===== src/rtl/interp_pkg.sv =====
`timescale 1ns/1ps
`default_nettype none
// ============================================================================
// Module   : interp_pkg
// Purpose  : Shared defaults and state encoding for the interpolation block
//            sequencer and its result pipe.
// Contents : ROWS_IN_DEF, WORDS_OUT_DEF, PIPE_LAT_DEF, CNT_W, state_e
// Revision : 1.0 - initial release
// ============================================================================
package interp_pkg;

   localparam int ROWS_IN_DEF   = 15;  // 8 output rows + 7 filter taps
   localparam int WORDS_OUT_DEF = 40;  // 8 rows x 5 subpel positions
   localparam int PIPE_LAT_DEF  = 2;   // filt_en -> result at output filler
   localparam int CNT_W         = 8;   // width of every sequencing counter

   typedef enum logic [2:0] {
      S_IDLE  = 3'd0,
      S_FILL  = 3'd1,
      S_ISSUE = 3'd2,
      S_FLUSH = 3'd3,
      S_DONE  = 3'd4
   } state_e;

endpackage : interp_pkg
`default_nettype wire


===== src/rtl/interp_delay_line.sv =====
`timescale 1ns/1ps
`default_nettype none
// ============================================================================
// Module   : interp_delay_line
// Purpose  : DEPTH-stage 1-bit shift register with synchronous reset; models
//            the filter pipeline latency from op issue to result arrival.
// Ports    : clk_i  - clock
//            rst_i  - synchronous active-high reset, clears every stage
//            d_i    - bit entering the pipe
//            q_o    - bit leaving the pipe DEPTH cycles later
// Revision : 1.0 - initial release
// ============================================================================
module interp_delay_line #(
   parameter int DEPTH = 2
) (
   input  logic clk_i,
   input  logic rst_i,
   input  logic d_i,
   output logic q_o
);

   logic [DEPTH-1:0] sr_q;

   generate
      if (DEPTH == 1) begin : g_single
         always_ff @(posedge clk_i) begin
            if (rst_i) sr_q <= 1'b0;
            else       sr_q <= d_i;
         end
      end else begin : g_chain
         always_ff @(posedge clk_i) begin
            if (rst_i) sr_q <= '0;
            else       sr_q <= {sr_q[DEPTH-2:0], d_i};
         end
      end
   endgenerate

   assign q_o = sr_q[DEPTH-1];

endmodule : interp_delay_line
`default_nettype wire


===== src/rtl/interp_block_sequencer.sv =====
`timescale 1ns/1ps
`default_nettype none
// ============================================================================
// Module   : interp_block_sequencer
// Purpose  : Sequences one 8x8 interpolation block: loads ROWS_IN reference
//            rows, issues WORDS_OUT filter ops, writes each result into the
//            output filler and hands the finished block downstream.
// Ports    : clock_i       - clock, all state on posedge
//            reset_i       - synchronous active-high reset
//            start_i       - begin a block (IDLE, or DONE hand-off cycle)
//            row_valid_i   - upstream row present
//            row_ready_o   - row accepted this cycle (combinational)
//            in_load_L_o   - active-low input shift register load (comb.)
//            filt_en_o     - issue one filter op
//            filt_idx_o    - index of the op issued
//            out_load_L_o  - active-low output filler load
//            out_sel_o     - output word index being written
//            blk_valid_o   - completed block available
//            blk_ready_i   - downstream accepts block
//            busy_o        - high in every state except IDLE
// Revision : 1.0 - initial release
// ============================================================================
module interp_block_sequencer
   import interp_pkg::*;
#(
   parameter int ROWS_IN   = ROWS_IN_DEF,
   parameter int WORDS_OUT = WORDS_OUT_DEF,
   parameter int PIPE_LAT  = PIPE_LAT_DEF
) (
   input  logic             clock_i,
   input  logic             reset_i,
   input  logic             start_i,
   input  logic             row_valid_i,
   output logic             row_ready_o,
   output logic             in_load_L_o,
   output logic             filt_en_o,
   output logic [CNT_W-1:0] filt_idx_o,
   output logic             out_load_L_o,
   output logic [CNT_W-1:0] out_sel_o,
   output logic             blk_valid_o,
   input  logic             blk_ready_i,
   output logic             busy_o
);

   localparam logic [CNT_W-1:0] c_ROW_LAST  = CNT_W'(ROWS_IN - 1);
   localparam logic [CNT_W-1:0] c_WORD_LAST = CNT_W'(WORDS_OUT - 1);

   state_e           state_q,     state_d;
   logic [CNT_W-1:0] row_cnt_q,   row_cnt_d;
   logic [CNT_W-1:0] filt_idx_q,  filt_idx_d;
   logic [CNT_W-1:0] out_sel_q,   out_sel_d;
   logic             filt_en_q,   filt_en_d;
   logic             blk_valid_q, blk_valid_d;
   logic             busy_q,      busy_d;

   logic w_row_acc;
   logic w_wr;

   // Row handshake is combinational so a row is taken the same cycle it is
   // offered; reset masks it so an aborted block emits no further load.
   assign row_ready_o = (state_q == S_FILL) & ~reset_i;
   assign w_row_acc   = row_valid_i & row_ready_o;
   assign in_load_L_o = ~w_row_acc;

   // Result pipe: a result reaches the output filler PIPE_LAT cycles after
   // its filter op was issued.
   interp_delay_line #(
      .DEPTH (PIPE_LAT)
   ) u_result_pipe (
      .clk_i (clock_i),
      .rst_i (reset_i),
      .d_i   (filt_en_q),
      .q_o   (w_wr)
   );

   always_comb begin
      state_d     = state_q;
      row_cnt_d   = row_cnt_q;
      filt_idx_d  = filt_idx_q;
      out_sel_d   = out_sel_q;
      filt_en_d   = 1'b0;
      blk_valid_d = blk_valid_q;

      // Write counter follows the pipe in every state; it returns to zero
      // after the last word so the index never leaves 0..WORDS_OUT-1.
      if (w_wr) begin
         out_sel_d = (out_sel_q == c_WORD_LAST) ? '0 : out_sel_q + 1'b1;
      end

      case (state_q)
         S_IDLE: begin
            if (start_i) state_d = S_FILL;
         end
         S_FILL: begin
            if (w_row_acc) begin
               if (row_cnt_q == c_ROW_LAST) begin
                  row_cnt_d = '0;
                  filt_en_d = 1'b1;   // first op lands the cycle after the last row
                  state_d   = S_ISSUE;
               end else begin
                  row_cnt_d = row_cnt_q + 1'b1;
               end
            end
         end
         S_ISSUE: begin
            if (filt_idx_q == c_WORD_LAST) begin
               filt_idx_d = '0;
               state_d    = S_FLUSH;
            end else begin
               filt_idx_d = filt_idx_q + 1'b1;
               filt_en_d  = 1'b1;
            end
         end
         S_FLUSH: begin
            if (w_wr && (out_sel_q == c_WORD_LAST)) begin
               blk_valid_d = 1'b1;
               state_d     = S_DONE;
            end
         end
         S_DONE: begin
            if (blk_ready_i) begin
               blk_valid_d = 1'b0;
               state_d     = start_i ? S_FILL : S_IDLE;
            end
         end
         default: begin
            state_d = S_IDLE;
         end
      endcase

      busy_d = (state_d != S_IDLE);
   end

   always_ff @(posedge clock_i) begin
      if (reset_i) begin
         state_q     <= S_IDLE;
         row_cnt_q   <= '0;
         filt_idx_q  <= '0;
         out_sel_q   <= '0;
         filt_en_q   <= 1'b0;
         blk_valid_q <= 1'b0;
         busy_q      <= 1'b0;
      end else begin
         state_q     <= state_d;
         row_cnt_q   <= row_cnt_d;
         filt_idx_q  <= filt_idx_d;
         out_sel_q   <= out_sel_d;
         filt_en_q   <= filt_en_d;
         blk_valid_q <= blk_valid_d;
         busy_q      <= busy_d;
      end
   end

   assign filt_en_o    = filt_en_q;
   assign filt_idx_o   = filt_idx_q;
   assign out_load_L_o = ~w_wr;
   assign out_sel_o    = out_sel_q;
   assign blk_valid_o  = blk_valid_q;
   assign busy_o       = busy_q;

endmodule : interp_block_sequencer
`default_nettype wire

===== config.mk =====
export PLATFORM = sky130hd
export DESIGN_NAME = interp_block_sequencer
export DESIGN_NICKNAME = d
export VERILOG_FILES = /design/src/rtl/interp_pkg.sv /design/src/rtl/interp_delay_line.sv /design/src/rtl/interp_block_sequencer.sv
export SDC_FILE = /design/constraint.sdc
export NUM_CORES = 1
export LEC_CHECK = 0
export BUFFER_PORTS_ARGS = -buffer_cell sky130_fd_sc_hd__buf_2
export CAP_MARGIN = 10
export CORE_MARGIN = 2
export CORE_UTILIZATION = 46
export CTS_CLUSTER_DIAMETER = 50
export DETAILED_ROUTE_END_ITERATION = 10
export PLACE_DENSITY = 0.64
export RECOVER_POWER = 25
export SYNTH_ARGS = -nofsm -noshare
export SYNTH_HDL_FRONTEND = slang
export SYNTH_SLANG_ARGS = --single-unit

===== constraint.sdc =====
create_clock -name clock_i -period 2.1 [get_ports clock_i]
set_clock_uncertainty 0.1 [all_clocks]
set_input_delay 0.21 -clock clock_i [delete_from_list [all_inputs] [get_ports clock_i]]
set_output_delay 0.21 -clock clock_i [all_outputs]
set_load 0.02 [all_outputs]

==> reports/qor.yml, run 1 <==
critical_path:
  end_kind: "output port"
  start_kind: "register"
  arrival_ns: 1.62
  crit_required_ns: 1.79
  reg2reg_depth: 4
  path_class: "reg2out"
  path_max_fanout: 7
floorplan:
  die_area_mm2: 0.00359
  initial_core_util_pct: 48.0
  placementRows: 20
  ios: 27
  core_area_mm2: 0.00300
  die_w_um: 60.0
  die_h_um: 60.0
synth:
  synth-main-ff-cell: "dfxtp_1"
  syn_inst: 157
  seq_area_frac_synth_pct: 44.5
  synth_seq_cells: 32
  syn-num-nets: 166
  yosys.area.top_type_share_pct: 44.5
  yosysTopAreaCell: "dfxtp_1"
  synth_top_cells_by_area: "dfxtp_1 (44%), xor2_1 (6.7%), nor2_1 (5.5%), xnor2_1 (4.9%), ha_1 (3.5%)"
  yosysUniqueCellTypes: 39
  avgSynthCellArea_um2: 9.17
  synth_edf_count: 0
  synthArstFlopShare_pct: 0
  syn-cell-area_mm2: 0.00144
  yosys_warnings: 0
detailed_routing:
  drc_errors: 0
  via_count: 1164
  firstDrtPassIters: 4
  vias_per_cell: 5.29
  ant_nets: 0
  drt_iter0_markers: 25
  totalWireLength_um: 2870
  wire_per_inst_um: 13.1
finish:
  design_area_mm2: 0.00167
  multi_input_area_um2: 769
  areaGrowthSynthToFinish_pct: 15.9
  n_antenna_cell: 0
  ff_latch_area_um2: 641
  fillerInstances: 307
  drive_above_1_share_pct: 17.1
  final_net_count: 195
sta:
  post-route-period-util_pct: 91.9
  fmax_mhz: 518
  hold_viol: 0
  tns_ns: 0
  grt_setup_unrepaired: "no"
  maxSlewHeadroom_pct: 71.4
  finalCriticalPeriod_ns: 1.93
  tightest_slew_ns: 0.427
  setup_viol: 0
  final_max_slew_viol_count: 0
clocking:
  h-tree-depth: 2
  cts_buffer_depth: 2
  cts-root-buf: "clkbuf_4"
  cts_buffers: 5
  clkTransAtPathRegs_ns: 0.12
  cts_tree: "done"
  cts.sinks: 32
  clk_latency_ns: 0.35
place:
  placed_area_mm2: 0.00159
  place.port_buffers: 26
  hpwl_um: 2110
  gp_congestion: 0.753
global_routing:
  grt_antenna_before_repair: 0
  grt_pass1_vias: 1063
  grt_overflow: 0
  grt_pass1_wl_um: 4820
  grt_start_max_net_pins: 14
  grt.total_usage_pct: 18.1
run:
  drv_cap: 0
pwr:
  irDropWorstVdd_uv: 552
  cellPowerDensity_mw_per_mm2: 687
  leakagePower_nw: 0.647
hold_path:
  holdPathStages: 2
  min_path_type: "in2reg"
status:
  outcome: "finished, final reports clean"
## repair_timing
action / 4_1_cts / 5_1_grt
buffers inserted: 0 / 0
hold endpoints to repair: 0 / 0
endpoints found under the setup margin: 0 / 1
hold buffers: 0 / 0
gates resized for setup: 0 / 1
## kinds of logic (layout without fill, tap and decap cells)
| logic type | Yosys count | after routing | synth area share (%) |
|---|---|---|---|
| AO/OA/AOI/OAI | 18 | 18 | 7.65 |
| AND/OR/NAND/NOR | 75 | 75 | 29.5 |
| buffers and inverters | 8 | 38 | 2.69 |
| multiplexers | 1 | 1 | 0.695 |
| XOR/XNOR | 19 | 19 | 11.6 |
| adder cells (fa/ha/maj) | 4 | 4 | 3.48 |
| flip-flops | 32 | 32 | 44.5 |
## placed cells by master, fill, tap and decap left out, types with 2 or more instances in the layout
cell      Yosys  routed
xor2_1       11      11
nand3_1       7       7
a31oi_1       2       2
o21ai_0       3       3
nand4_1       8       8
clkbuf_4      0       5
dfxtp_1      32      32
a21oi_1       7       7
nand2b_1      5       5
nor2b_1       2       2
nor2_1       21      21
buf_2         1      17
clkbuf_1      3       9
nand2_1      12      12
o21ai_1       2       2
and2_1        2       2
or3_1         2       2
xnor2_1       8       8
inv_1         3       3
nor3_1        3       3
ha_1          4       4
## state kept, by name, indices dropped and copies added (netlist names)
| name | cells |
|---|---|
| filt_idx_o | 8 |
| out_sel_o | 8 |
| row_cnt_q | 8 |
| state_q | 3 |
| u_result_pipe.sr_q | 2 |
| blk_valid_o | 1 |
| busy_o | 1 |
| filt_en_o | 1 |
## cell type report
type,count,area share (%)
tap,33,2.47
multi-input combinational,117,46.1
inverter,3,0.675
sequential,32,38.4
timing repair buffer,27,7.57
clock inverter,3,2.55
clock buffer,5,2.25
## cells in the mapped netlist (all sizes together) (2+ instances only)
cell    count
clkbuf      3
a31oi       2
nand2b      5
nor3        4
nor2       22
ha          4
nor4b       2
o21ai       5
inv         3
xor2       11
nor2b       2
or3         2
nand4       8
nand2      12
xnor2       8
buf         2
dfxtp      32
and2        2
a21oi       7
nand3       7
## per-layer routing
metal	track usage (%)	wire length, um	vias up
li1	-	-	600
met1	24.5	1390	527
met4	7.62	49	0
met3	6.06	174	6
met2	26.4	1260	31
met5	0	0	-
## path summary, 6_finish.rpt
check | slack (ns) | start | to
hold / removal | 0.02 | row_valid_i | row_cnt_q[1]
setup / recovery | 0.17 | state_q[0] | in_load_L_o
hold reg to reg | 0.36 | u_result_pipe.sr_q[0] | u_result_pipe.sr_q[1]
setup reg to reg | 0.29 | state_q[1] | filt_idx_o[7]
## where the power goes
group | switching [mW] | internal, mW
logic | 0.0312 | 0.0202
registers | 0.00580 | 0.613
clock network | 0.229 | 0.248
total | 0.266 | 0.881
## worst max-delay path, cell delays in order (launching register included)
cell     delay, ns
dfxtp_1       0.45
nor4b_4       0.36
buf_4         0.22
nand2_1       0.08
buf_2         0.16
## metrics by stage
stage	power, mW	std cells	hold slack, ns	utilization [%]	worst slack (ns)
after floorplan	0.665	157	0.219	-	0.491
after global placement	0.682	212	0.351	53.0	0.408
after detailed placement	0.682	212	0.337	53.0	0.355
after CTS	1.16	220	0.0116	55.7	0.0460
after global routing	1.19	220	0.0286	55.6	0.0265
final	1.15	220	0.0241	55.6	0.170
Note: power is estimated with default switching activity, not from simulation.
==> inputs of run 2 (changes only) <==
--- a/config.mk
+++ b/config.mk
@@ -13,6 +13,7 @@
 export DETAILED_ROUTE_END_ITERATION = 10
 export PLACE_DENSITY = 0.64
 export RECOVER_POWER = 25
+export REMOVE_ABC_BUFFERS = 1
 export SYNTH_ARGS = -nofsm -noshare
 export SYNTH_HDL_FRONTEND = slang
 export SYNTH_SLANG_ARGS = --single-unit
==> reports/qor.yml, run 2 (synthesis gave the netlist of run 1 again) <==
clocking:
  cts-root-buf: "clkbuf_4"
  cts_buffer_depth: 2
  cts_resized: 0
  cts_setup_buffers: 0
  hold_buffers: 0
  cts_tree: "done"
  clkTransAtPathRegs_ns: 0.10
  cts_buffers: 5
  cts.sinks: 32
  h-tree-depth: 2
  clk_latency_ns: 0.33
critical_path:
  critPathMaxStageDelay_ns: 0.46
  path_class: "reg2out"
  crit_family: "simple AND/OR/NAND/NOR gates"
  cp_slowest_cell: "nor4b_2"
  arrival_ns: 1.66
  r2r_slack_ns: 0.34
  crit_cells: 4
  crit_required_ns: 1.79
  reg2reg_depth: 4
  end_kind: "output port"
  setup.worst_path.start: "state_q[2]"
  crit_end: "in_load_L_o"
  path_max_fanout: 9
  cp_cell_sequence: "nor4b_2 > buf_4 > nand2_1 > buf_2"
  regToRegStartpoint: "state_q[2]"
  start_kind: "register"
  r2r_end: "row_cnt_q[1]"
  cp.buffers_inverters: 2
finish:
  n_antenna_cell: 0
  final_net_count: 195
  final_common_cell: "dfxtp_1"
  fin_util_pct: 54.8
  drive_above_1_share_pct: 16.7
  final_cells: 219
  design_area_mm2: 0.00165
  final_cell_mix: "dfxtp_1 (32), nor2_1 (21), buf_2 (17), nand2_1 (12), xor2_1 (11)"
  fillerInstances: 300
  areaGrowthSynthToFinish_pct: 14.2
detailed_routing:
  drc_errors: 0
  drt_iter0_markers: 42
  via_count: 1162
  ant_nets: 0
  wire_per_inst_um: 12.7
  vias_per_cell: 5.31
  firstDrtPassIters: 4
  totalWireLength_um: 2780
status:
  outcome: "finished, final reports clean"
pwr:
  cellPowerDensity_mw_per_mm2: 640
  leakagePower_nw: 0.640
  irDropWorstVdd_uv: 471
  p_total_mw: 1.05
floorplan:
  ios: 27
  die_area_mm2: 0.00359
  die_h_um: 60.0
  core_area_mm2: 0.00300
  die_w_um: 60.0
  placementRows: 20
  initial_core_util_pct: 48.0
sta:
  whs_ns: 0.0446
  final_max_slew_viol_count: 0
  setup_viol: 0
  tns_ns: 0
  worst_slack_ns: 0.126
  hold_viol: 0
  maxSlewHeadroom_pct: 72.6
  tightest_slew_ns: 0.409
  post-route-period-util_pct: 94.0
  grt_setup_unrepaired: "no"
  fmax_mhz: 507
  finalCriticalPeriod_ns: 1.97
global_routing:
  grt_overflow: 0
  grt_start_max_net_pins: 14
  grt_pass1_vias: 1098
  grt_pass1_wl_um: 4730
  grt_antenna_before_repair: 0
  grt.total_usage_pct: 17.9
run:
  drv_cap: 0
place:
  placed_area_mm2: 0.00159
  hpwl_um: 2070
  placed_cells: 212
  place.port_buffers: 26
  post-place-ws_ns: 0.361
  gp_congestion: 0.765
hold_path:
  min_path_type: "in2reg"
[run 2: report_power, final]
part / switching, mW / internal [mW] / total [mW]
combinational: 0.0319 / 0.0188 / 0.0507
clock: 0.195 / 0.190 / 0.385
sequential: 0.00575 / 0.612 / 0.618
[run 2: worst reg2reg max path: stages (launching register included)]
cell,delay [ns]
dfxtp_1,0.39
nor4b_2,0.46
nand4b_1,0.26
nand2b_1,0.33
a311oi_1,0.10
[run 2: worst min-delay path by stage]
stage,end,slack (ns),cells after the start,start
finish,busy_o,0.04,3,start_i
global route,busy_o,0.05,3,start_i
CTS,busy_o,0.04,3,start_i
detailed placement,u_result_pipe.sr_q[1],0.33,1,u_result_pipe.sr_q[0]
global placement,u_result_pipe.sr_q[1],0.34,1,u_result_pipe.sr_q[0]
floorplan,blk_valid_o,0.18,1,reset_i
[run 2: cell type report]
type	instances	area, um^2	share of cell area, %
tap	33	41.3	2.51
inverter	3	11.3	0.684
multi-input combinational	117	761	46.2
sequential	32	641	38.9
timing repair buffer	27	126	7.68
clock buffer	7	65.1	3.95
[run 2: layer usage]
metal  vias to the layer above  track usage (%)  share of wire [%]
met5                         -                0                  0
met4                         0             7.30                1.6
met3                         6             7.14                4.3
met2                        23             27.6                 46
met1                       531             22.1                 48
li1                        602                -                  -
==> inputs of run 3 (changes only) <==
--- a/config.mk
+++ b/config.mk
@@ -7,7 +7,6 @@
 export LEC_CHECK = 0
 export BUFFER_PORTS_ARGS = -buffer_cell sky130_fd_sc_hd__buf_2
 export CAP_MARGIN = 10
-export CORE_MARGIN = 2
 export CORE_UTILIZATION = 46
 export CTS_CLUSTER_DIAMETER = 50
 export DETAILED_ROUTE_END_ITERATION = 10
@@ -16,4 +15,5 @@
 export REMOVE_ABC_BUFFERS = 1
 export SYNTH_ARGS = -nofsm -noshare
 export SYNTH_HDL_FRONTEND = slang
+export SYNTH_HIERARCHICAL = 1
 export SYNTH_SLANG_ARGS = --single-unit
==> reports/qor.yml, run 3 <==
clocking:
  clkTransAtPathRegs_ns: 0.10
  cts-root-buf: "clkbuf_4"
  cts_setup_buffers: 0
  cts_tree: "done"
  clk_latency_ns: 0.33
  cts_buffers: 5
  h-tree-depth: 2
  cts.sinks: 32
  cts_buffer_depth: 2
  hold_buffers: 0
  cts_resized: 0
place:
  post-place-ws_ns: 0.452
  gp_congestion: 0.800
  hpwl_um: 2080
  place.port_buffers: 26
synth:
  avgSynthCellArea_um2: 9.27
  synth_seq_cells: 32
  seq_area_frac_synth_pct: 42.7
  syn_inst: 162
  yosysUniqueCellTypes: 40
  yosys_warnings: 6
  yosysTopAreaCell: "dfxtp_1"
  synth_top_cells_by_area: "dfxtp_1 (43%), xor2_1 (8.8%), nor2_1 (6.0%), nand4_1 (4.2%), nand3_1 (3.7%)"
  yosys.area.top_type_share_pct: 42.7
  synthArstFlopShare_pct: 0
  ys_top_cells_by_count: "dfxtp_1 (32), nor2_1 (24), xor2_1 (15)"
  synth_edf_count: 0
  syn-cell-area_mm2: 0.00150
  synth-main-ff-cell: "dfxtp_1"
  yosysMostFrequentCell: "dfxtp_1"
sta:
  post-route-period-util_pct: 88.3
  maxSlewHeadroom_pct: 66.2
  fmax_mhz: 539
  tightest_slew_ns: 0.500
  final_max_slew_viol_count: 0
  grt_setup_unrepaired: "no"
  hold_viol: 0
  setup_viol: 0
  tns_ns: 0
  finalCriticalPeriod_ns: 1.86
  worst_slack_ns: 0.245
hold_path:
  min_path_type: "in2reg"
  min_to: "state_q[0]"
  holdPathStages: 3
  holdCritStartpoint: "start_i"
floorplan:
  ios: 27
  core_area_mm2: 0.00308
  die_w_um: 59.1
  die_area_mm2: 0.00350
  placementRows: 20
  initial_core_util_pct: 48.8
  die_h_um: 59.1
finish:
  final_common_cell: "dfxtp_1"
  n_antenna_cell: 0
  final_net_count: 199
  areaGrowthSynthToFinish_pct: 15.6
  drive_above_1_share_pct: 16.8
  final_cell_mix: "dfxtp_1 (32), nor2_1 (24), buf_2 (16), xor2_1 (15), nand3_1 (11)"
critical_path:
  cp.buffers_inverters: 2
  regToRegStartpoint: "row_cnt_q[0]"
  crit_cells: 4
  start_kind: "register"
  cp_slowest_cell: "dfxtp_1"
  crit_required_ns: 1.79
  cp_cell_sequence: "nor4b_4 > buf_4 > nand2_1 > buf_2"
  path_class: "reg2out"
  path_max_fanout: 10
  reg2reg_depth: 6
  r2r_slack_ns: 0.44
  arrival_ns: 1.55
  r2r_end: "row_cnt_q[1]"
  end_kind: "output port"
  crit_family: "flip-flops"
  critPathMaxStageDelay_ns: 0.48
detailed_routing:
  wire_per_inst_um: 12.4
  via_count: 1236
  ant_nets: 0
  vias_per_cell: 5.26
  firstDrtPassIters: 4
  drt_iter0_markers: 113
  drc_errors: 0
  totalWireLength_um: 2920
pwr:
  cellPowerDensity_mw_per_mm2: 688
  irDropWorstVdd_uv: 484
  leakagePower_nw: 0.682
global_routing:
  grt_start_max_net_pins: 15
  grt_antenna_before_repair: 0
  grt_pass1_vias: 1187
  grt_pass1_wl_um: 5170
  grt.total_usage_pct: 19.8
  grt_overflow: 0
status:
  outcome: "finished, final reports clean"
run:
  drv_cap: 0
==> run 3: how the worst max path moves through the flow <==
stage | startpoint | to | slack, ns
finish | state_q[0] | in_load_L_o | 0.24
global route | state_q[0] | in_load_L_o | 0.11
CTS | state_q[0] | in_load_L_o | 0.23
detailed placement | row_cnt_q[0] | row_cnt_q[1] | 0.45
global placement | row_cnt_q[0] | row_cnt_q[1] | 0.53
floorplan | state_q[2] | row_cnt_q[1] | 0.23
==> run 3: area by class of cell <==
cell class,count,area (um^2)
Clock buffer,7,65.1
Clock inverter,1,30.0
Fill cell,308,1340
Inverter,3,11.3
Multi-Input combinational cell,121,808
Sequential cell,32,641
Tap cell,44,55.1
Timing Repair Buffer,27,125
==> run 3: where the power goes <==
group          switching, mW  leakage [nW]  internal (mW)
sequential           0.00523         0.258          0.611
combinational         0.0307         0.372         0.0179
clock                  0.213        0.0515          0.316
total                  0.249         0.682          0.945
==> run 3: logic make-up after synthesis <==
logic type,share of synthesized area (%)
AOI/OAI and AO/OA,5.83
DFF,42.7
buffers and inverters,3.50
adders and majority gates,3.33
and+or+nand+nor,32.3
muxes,1.33
xor gates and xnor gates,11.1
==> run 3: metrics by stage <==
stage / hold slack, ns / instances / cell area (um^2) / util [%] / total power, mW
floorplan: 0.179 / 156 / 1460 / - / 0.658
global placement: 0.323 / 227 / 1650 / 53.7 / 0.679
detailed placement: 0.336 / 227 / 1650 / 53.7 / 0.680
CTS: 0.0491 / 235 / 1750 / 56.8 / 1.21
global route: 0.0519 / 235 / 1740 / 56.4 / 1.23
finish: 0.0606 / 235 / 1740 / 56.4 / 1.19
==> run 3: per-layer routing <==
metal | wire length, um | track usage, % | up-vias
li1 | - | - | 626
met5 | 0 | 0 | -
met2 | 1400 | 33.3 | 25
met4 | 54 | 8.16 | 0
met3 | 116 | 5.90 | 6
met1 | 1340 | 23.6 | 579
==> run 3: worst min-delay path: stages <==
cell	delay [ns]
buf_2	0.10
nand3_1	0.07
a31oi_1	0.07
